## config.mk

```make
export PLATFORM = sky130hd
export DESIGN_NAME = core_fetch_flat
export DESIGN_NICKNAME = d
export VERILOG_FILES = /design/src/rtl/core_fetch_pkg.sv /design/src/rtl/core_fetch_if.sv /design/src/rtl/core_fetch_skid.sv /design/src/rtl/core_fetch.sv /design/src/flat_wrapper.sv
export SDC_FILE = /design/constraint.sdc
export NUM_CORES = 1
export LEC_CHECK = 0
export ABC_CLOCK_PERIOD_IN_PS = 2800
export BUFFER_PORTS_ARGS = -buffer_cell sky130_fd_sc_hd__buf_2
export CAP_MARGIN = 20
export CORE_UTILIZATION = 45
export CTS_CLUSTER_SIZE = 10
export DETAILED_ROUTE_END_ITERATION = 16
export PLACE_DENSITY_LB_ADDON = 0.05
export SETUP_SLACK_MARGIN = 0.3
export SLEW_MARGIN = 20
export SYNTH_ARGS = -nofsm -noshare
export SYNTH_HDL_FRONTEND = slang
export SYNTH_SLANG_ARGS = --single-unit
export TNS_END_PERCENT = 1
```

## constraint.sdc

```tcl
create_clock -name clk -period 2.8 [get_ports clk]
set_input_delay 0.14 -clock clk [delete_from_list [all_inputs] [get_ports clk]]
set_output_delay 0.14 -clock clk [all_outputs]
set_load 0.05 [all_outputs]
```

## src/rtl/core_fetch_pkg.sv

```systemverilog
// rtl/core_fetch_pkg.sv - shared types and constants for the instruction-fetch stage
package core_fetch_pkg;

  localparam logic [31:0] RESET_ADDR_DEFAULT = 32'h0000_0000;
  localparam logic [31:0] NOP_INST_DEFAULT   = 32'h0000_0013;
  localparam logic        JUMP_ENABLE        = 1'b1;
  localparam logic        HOLD_ENABLE        = 1'b1;

  // A request is either absent or outstanding; one flop carries the whole FSM.
  typedef enum logic {
    S_IDLE = 1'b0,
    S_WAIT = 1'b1
  } fetch_state_t;

  // One fetched instruction together with the PC it came from.
  typedef struct packed {
    logic [31:0] addr;
    logic [31:0] inst;
  } fetch_entry_t;

  function automatic logic [31:0] word_align(input logic [31:0] a);
    return {a[31:2], 2'b00};
  endfunction

endpackage

```

## src/rtl/core_fetch_if.sv

```systemverilog
// rtl/core_fetch_if.sv - instruction bus between fetch stage and memory
interface core_fetch_if;

  logic        ibus_req_out;
  logic [31:0] ibus_addr_out;
  logic        ibus_ack_in;
  logic [31:0] ibus_data_in;

  modport master (
    output ibus_req_out,
    output ibus_addr_out,
    input  ibus_ack_in,
    input  ibus_data_in
  );

  modport slave (
    input  ibus_req_out,
    input  ibus_addr_out,
    output ibus_ack_in,
    output ibus_data_in
  );

endinterface

```

## src/rtl/core_fetch_skid.sv

```systemverilog
// rtl/core_fetch_skid.sv - one-entry {addr, inst} holding register with load/drain/flush
module core_fetch_skid
  import core_fetch_pkg::*;
#(
  parameter logic [31:0] RESET_ADDR = RESET_ADDR_DEFAULT,
  parameter logic [31:0] NOP_INST   = NOP_INST_DEFAULT
) (
  input  logic         clk,
  input  logic         rst,
  input  logic         load,
  input  fetch_entry_t load_entry,
  input  logic         drain,
  input  logic         flush,
  output logic         full,
  output fetch_entry_t entry
);

  // Flush beats load beats drain; contents are kept when emptied so the
  // owner can still present the last address.
  always_ff @(posedge clk) begin
    if (rst) begin
      full       <= 1'b0;
      entry.addr <= RESET_ADDR;
      entry.inst <= NOP_INST;
    end else if (flush) begin
      full <= 1'b0;
    end else if (load) begin
      full  <= 1'b1;
      entry <= load_entry;
    end else if (drain) begin
      full <= 1'b0;
    end
  end

endmodule

```

## src/rtl/core_fetch.sv

```systemverilog
// rtl/core_fetch.sv - instruction-fetch stage: PC, single-outstanding ibus, IF/ID register
module core_fetch
  import core_fetch_pkg::*;
#(
  parameter logic [31:0] RESET_ADDR = RESET_ADDR_DEFAULT,
  parameter logic [31:0] NOP_INST   = NOP_INST_DEFAULT
) (
  input  logic              clk,
  input  logic              rst,
  input  logic              jump_flag_in,
  input  logic [31:0]       jump_addr_in,
  input  logic              hold_flag_in,
  core_fetch_if.master      bus,
  output logic              inst_valid_out,
  output logic [31:0]       inst_out,
  output logic [31:0]       inst_addr_out
);

  fetch_state_t state_q, state_d;
  logic         kill_q, kill_d;
  logic [31:0]  pc_q, pc_d;
  logic [31:0]  addr_q, addr_d;

  logic         jump, hold, complete, take, issue;
  logic [31:0]  target;

  logic         skid_full, skid_load, skid_full_after;
  fetch_entry_t skid_entry;
  logic         ifid_full, ifid_load;
  fetch_entry_t ifid_entry, ifid_load_entry, bus_entry;

  assign jump     = (jump_flag_in == JUMP_ENABLE);
  assign hold     = (hold_flag_in == HOLD_ENABLE);
  assign target   = word_align(jump_addr_in);
  assign complete = (state_q == S_WAIT) && bus.ibus_ack_in;
  // A completion coincident with a jump belongs to the old path and is dropped.
  assign take     = complete && !kill_q && !jump;

  assign bus_entry.addr = addr_q;
  assign bus_entry.inst = bus.ibus_data_in;

  // The skid catches a returning instruction that the IF/ID register cannot take.
  assign skid_load       = take && (hold || skid_full);
  assign skid_full_after = !jump && (skid_load || (skid_full && hold));

  // IF/ID drains the skid first so program order is preserved.
  assign ifid_load       = !jump && !hold && (skid_full || take);
  assign ifid_load_entry = skid_full ? skid_entry : bus_entry;

  core_fetch_skid #(
    .RESET_ADDR (RESET_ADDR),
    .NOP_INST   (NOP_INST)
  ) u_skid (
    .clk        (clk),
    .rst        (rst),
    .load       (skid_load),
    .load_entry (bus_entry),
    .drain      (!hold),
    .flush      (jump),
    .full       (skid_full),
    .entry      (skid_entry)
  );

  core_fetch_skid #(
    .RESET_ADDR (RESET_ADDR),
    .NOP_INST   (NOP_INST)
  ) u_ifid (
    .clk        (clk),
    .rst        (rst),
    .load       (ifid_load),
    .load_entry (ifid_load_entry),
    .drain      (!hold),
    .flush      (jump),
    .full       (ifid_full),
    .entry      (ifid_entry)
  );

  // State register: bus request state, kill marker, fetch PC and request address.
  always_ff @(posedge clk) begin
    if (rst) begin
      state_q <= S_IDLE;
      kill_q  <= 1'b0;
      pc_q    <= RESET_ADDR;
      addr_q  <= RESET_ADDR;
    end else begin
      state_q <= state_d;
      kill_q  <= kill_d;
      pc_q    <= pc_d;
      addr_q  <= addr_d;
    end
  end

  // Next state: redirect handling, then issue whenever the bus and skid allow it.
  always_comb begin
    state_d = state_q;
    kill_d  = kill_q;
    pc_d    = pc_q;
    addr_d  = addr_q;
    issue   = 1'b0;
    if (jump) begin
      if ((state_q == S_WAIT) && !complete) begin
        // The request cannot be withdrawn; mark it so its data is thrown away.
        kill_d = 1'b1;
        pc_d   = target;
      end else begin
        state_d = S_WAIT;
        kill_d  = 1'b0;
        addr_d  = target;
        pc_d    = target + 32'd4;
      end
    end else begin
      if (complete) begin
        kill_d = 1'b0;
      end
      issue = !skid_full_after && ((state_q == S_IDLE) || complete);
      if (issue) begin
        state_d = S_WAIT;
        addr_d  = pc_q;
        pc_d    = pc_q + 32'd4;
      end else if (complete) begin
        state_d = S_IDLE;
      end
    end
  end

  // Outputs: bus driven straight from flops, NOP substituted for an empty IF/ID.
  always_comb begin
    bus.ibus_req_out  = (state_q == S_WAIT);
    bus.ibus_addr_out = addr_q;
    inst_valid_out    = ifid_full;
    inst_out          = ifid_full ? ifid_entry.inst : NOP_INST;
    inst_addr_out     = ifid_entry.addr;
  end

endmodule

```

## src/flat_wrapper.sv

```systemverilog
// flat-port wrapper written by rule: the top's interface ports become plain ports
module core_fetch_flat import core_fetch_pkg::*;
#(
  parameter logic [31:0] RESET_ADDR = RESET_ADDR_DEFAULT,
  parameter logic [31:0] NOP_INST   = NOP_INST_DEFAULT
)
  (clk, rst, jump_flag_in, jump_addr_in, hold_flag_in, inst_valid_out, inst_out, inst_addr_out, bus_ibus_req_out, bus_ibus_addr_out, bus_ibus_ack_in, bus_ibus_data_in);
  core_fetch_if bus_i ();
  input  logic clk;
  input  logic rst;
  input  logic jump_flag_in;
  input  logic [31:0] jump_addr_in;
  input  logic hold_flag_in;
  output logic inst_valid_out;
  output logic [31:0] inst_out;
  output logic [31:0] inst_addr_out;
  output wire logic [$bits(bus_i.ibus_req_out)-1:0] bus_ibus_req_out;
  output wire logic [$bits(bus_i.ibus_addr_out)-1:0] bus_ibus_addr_out;
  input wire logic [$bits(bus_i.ibus_ack_in)-1:0] bus_ibus_ack_in;
  input wire logic [$bits(bus_i.ibus_data_in)-1:0] bus_ibus_data_in;
  assign bus_ibus_req_out = bus_i.ibus_req_out;
  assign bus_ibus_addr_out = bus_i.ibus_addr_out;
  assign bus_i.ibus_ack_in = bus_ibus_ack_in;
  assign bus_i.ibus_data_in = bus_ibus_data_in;
  core_fetch #(.RESET_ADDR(RESET_ADDR), .NOP_INST(NOP_INST)) u_core (.clk(clk), .rst(rst), .jump_flag_in(jump_flag_in), .jump_addr_in(jump_addr_in), .hold_flag_in(hold_flag_in), .bus(bus_i), .inst_valid_out(inst_valid_out), .inst_out(inst_out), .inst_addr_out(inst_addr_out));
endmodule
```

==> run summary <==
skew final -> 0.00883 ns
Crit path required time -> 3.15 ns
final WL -> 24,600 um
cell row count -> 52
vias in the first global route -> 7,411
drt via density -> 5.41
PD cells -> 575 nW/um^2
slew margin rel. -> 38.4%
setup violators final -> 0
PortBufs -> 164
Ports -> 167
largest net degree at the start of global routing -> 82
FF-to-FF End -> u_core.pc_q[22]
Final period util -> 85.1%
placed wire-length estimate -> 16,700 um
Worst Path Arrival -> 2.73 ns
share of total power in combinational logic -> 14.0%
Post-CTS Setup Inserts -> 0
critical path class -> reg -> reg
worst-path cell chain -> ha_1 > nand2_1 > or4_1 > or4_4 > or3_1 > a311oi_1
antenna violations before repair -> 0
sw frac -> 28.8%
leakage power -> 4.20 nW
mean post-synth cell area -> 8.36 um^2
Syn. warnings -> 0
CTS Root Buffer Type -> clkbuf_16
Flop pwr share -> 46.5%
startpoint types -> register
Layout fillers -> 1,977
Worst Hold Path Cells -> 3
cell internal pwr -> 4.53 mW
Antenna Diode Count -> 0
min-delay src -> hold_flag_in
Crit. End Element -> register
Final #Nets -> 1,303
DRT Pass-1 Iters -> 5
Peak Freq -> 420 MHz
area of the multi-input gates -> 4820 um^2
Antenna Nets Post-Route -> 0
DRC -> 0
share of the synthesized area in the top cell type -> 41.4%
post-synthesis cell type count -> 58
dominant cell type by area after synthesis -> dfxtp_1
RR Startpoint -> u_core.pc_q[3]
Hold Path End -> u_core.u_ifid.full
post-DR wirelength/cell -> 16.3 um
total of max-cap violations -> 0
Sink Count -> 191
Tightest Hold Check Type -> in -> reg
Die Wd -> 145 um
max incr delay on CP -> 0.53 ns
TritonCTS clock tree -> done
post-route design area -> 11,100 um^2
Slowest-stage cell, CP -> or4_1
Reg clk slew, reported paths -> 0.07 ns
area grow syn2layout -> 19.8%
Least-Margin Pin Slew -> 0.924 ns
Synth area leaders -> dfxtp_1 41%, mux2i_1 9.8%, nand2_1 7.1%
Starting DRT DRC Count -> 593
Die Ht -> 145 um
GRT Util Overall -> 23.6%
gpl congestion -> 0.875
sequential area share after synthesis -> 41.4%
Max IR drop VDD -> 0.434 mV
endpoints failing hold -> 0
Tmin final -> 2.38 ns
ys flop type -> dfxtp_1
reg2reg path depth -> 6
CP Max Fanout -> 6
Die ar. -> 21,100 um^2
cell count after synthesis -> 1,105
NetSw -> 1.83 mW
via count -> 8,193
share of cells above drive strength 1 -> 19.1%
initial core utilization -> 45.8%
Clock Path Buffers -> 2
total core area -> 20,200 um^2
register area -> 3830 um^2
later-pin clock latency in the skew report -> 0.43 ns
setup TNS -> 0 ns
Syn Nets -> 1,176
clock share of power -> 39.5%
Final Util -> 54.9%
R2R Setup Slk -> 0.42 ns
first-pass GRT wire length -> 39,700 um
Pins Over Slew Limit -> 0
Yosys reg bits -> 191
RSZ-0062 raised after global routing -> yes
remaining global-route overflow -> 0
H-tree depth -> 4
clock buffer count from CTS -> 17
Post-synth EDFFs -> 0
Mapped Area -> 9230 um^2
status -> finished, final reports clean
Post-DP Area -> 10,100 um^2
fraction of registers with async set/reset -> 0%
==> cell type report <==
class | count | share of cell area [%]
clock buffers | 19 | 4.09
multi-input cells | 782 | 43.6
repair buffers | 224 | 12.8
clock inverters | 12 | 1.36
flip-flops and latches | 191 | 34.6
well taps | 270 | 3.05
inverters | 16 | 0.543
==> cells in the mapped netlist, types with 9 or more instances <==
cell type  number
nand2_1       174
xor2_1         12
a211oi_1       85
nand4_1        27
nand2b_1        9
inv_1          14
and3_1         10
and2_1         37
nor2_1        106
nand3_1        19
xnor2_1        21
a311oi_1       16
buf_4          33
a21oi_1        71
dfxtp_1       191
clkbuf_1       75
nor4_1         14
mux2i_1        90
o21ai_0        12
==> logic make-up (layout without fill, tap and decap cells) <==
kind of cell,count (synthesis),count (layout),synth area share [%]
compound gates,229,229,17.1
xor+xnor,33,33,3.13
fa+ha+maj,2,2,0.271
buf+inv,132,271,6.74
flops,191,191,41.4
mux,90,90,9.76
simple gates,428,428,21.6
==> through the flow <==
| step | setup WS, ns | power [mW] | cells | hold slack, ns |
|---|---|---|---|---|
| finish | 0.417 | 6.36 | 1514 | 0.0222 |
| global route | 0.275 | 6.63 | 1514 | 0.0367 |
| CTS | 0.350 | 6.42 | 1514 | 0.00658 |
| detailed placement | 0.370 | 3.87 | 1451 | 0.372 |
| global placement | 0.426 | 3.87 | 1451 | 0.365 |
| floorplan | 0.580 | 3.60 | 1105 | 0.264 |
==> worst max-delay path: cells and delay by family, from the launching register on <==
family,cells,cell delay [ns]
compound gates,1,0.25
simple gates,4,1.41
fa+ha+maj,1,0.22
flops,1,0.41
==> power by group through the flow <==
| stage | Clock (mW) | Combinational (mW) | Sequential (mW) |
|---|---|---|---|
| detailed placement | 0 | 0.852 | 3.02 |
| global route | 2.68 | 0.967 | 2.98 |
| floorplan | 0 | 0.473 | 3.13 |
| global placement | 0 | 0.848 | 3.02 |
| CTS | 2.57 | 0.890 | 2.96 |
| finish | 2.51 | 0.890 | 2.96 |
==> cells in the final DEF, fill, tap and decap left out, types with 16 or more instances in the layout <==
| master | netlist | final |
|---|---|---|
| a211oi_1 | 85 | 85 |
| a21oi_1 | 71 | 71 |
| a311oi_1 | 16 | 16 |
| and2_1 | 37 | 37 |
| buf_2 | 2 | 163 |
| buf_4 | 33 | 23 |
| clkbuf_16 | 0 | 17 |
| dfxtp_1 | 191 | 189 |
| dlygate4sd3_1 | 0 | 32 |
| mux2i_1 | 90 | 90 |
| nand2_1 | 174 | 174 |
| nand3_1 | 19 | 19 |
| nand4_1 | 27 | 27 |
| nor2_1 | 106 | 106 |
| xnor2_1 | 21 | 21 |
==> worst max path at each step <==
stage	to	start	cells after the start	slack, ns
2_1_floorplan	u_core.pc_q[22]	u_core.bus.ibus_req_out	6	0.58
6_report	u_core.pc_q[22]	u_core.pc_q[3]	6	0.42
3_5_place_dp	u_core.pc_q[20]	u_core.pc_q[2]	6	0.37
4_1_cts	u_core.pc_q[20]	u_core.pc_q[2]	6	0.35
3_3_place_gp	u_core.pc_q[22]	u_core.pc_q[2]	6	0.43
5_1_grt	u_core.pc_q[22]	u_core.pc_q[3]	6	0.27
==> routing by layer <==
layer	GRT usage, %	part of all wire, %	up-vias
met5	0	0	-
met3	4.28	5.1	29
met4	6.79	1.5	0
met1	35.0	51	3775
met2	34.4	43	225
li1	-	-	4164
==> state kept, by name, summed over array words and instances, names as in the netlist <==
name / cells
u_core.u_ifid.full: 1
u_core.u_ifid.entry: 63
u_core.u_skid.full: 1
u_core.bus.ibus_addr_out: 31
u_core.bus.ibus_req_out: 1
u_core.u_skid.entry: 63
u_core.kill_q: 1
u_core.pc_q: 30
==> timing repair <==
action                                 in CTS  in global routing
setup endpoints to repair                   0                  7
hold buffers                               32                  0
gates resized for setup                     0                  4
endpoints found under the hold margin      32                  0
(Power assumes the default switching activity.)
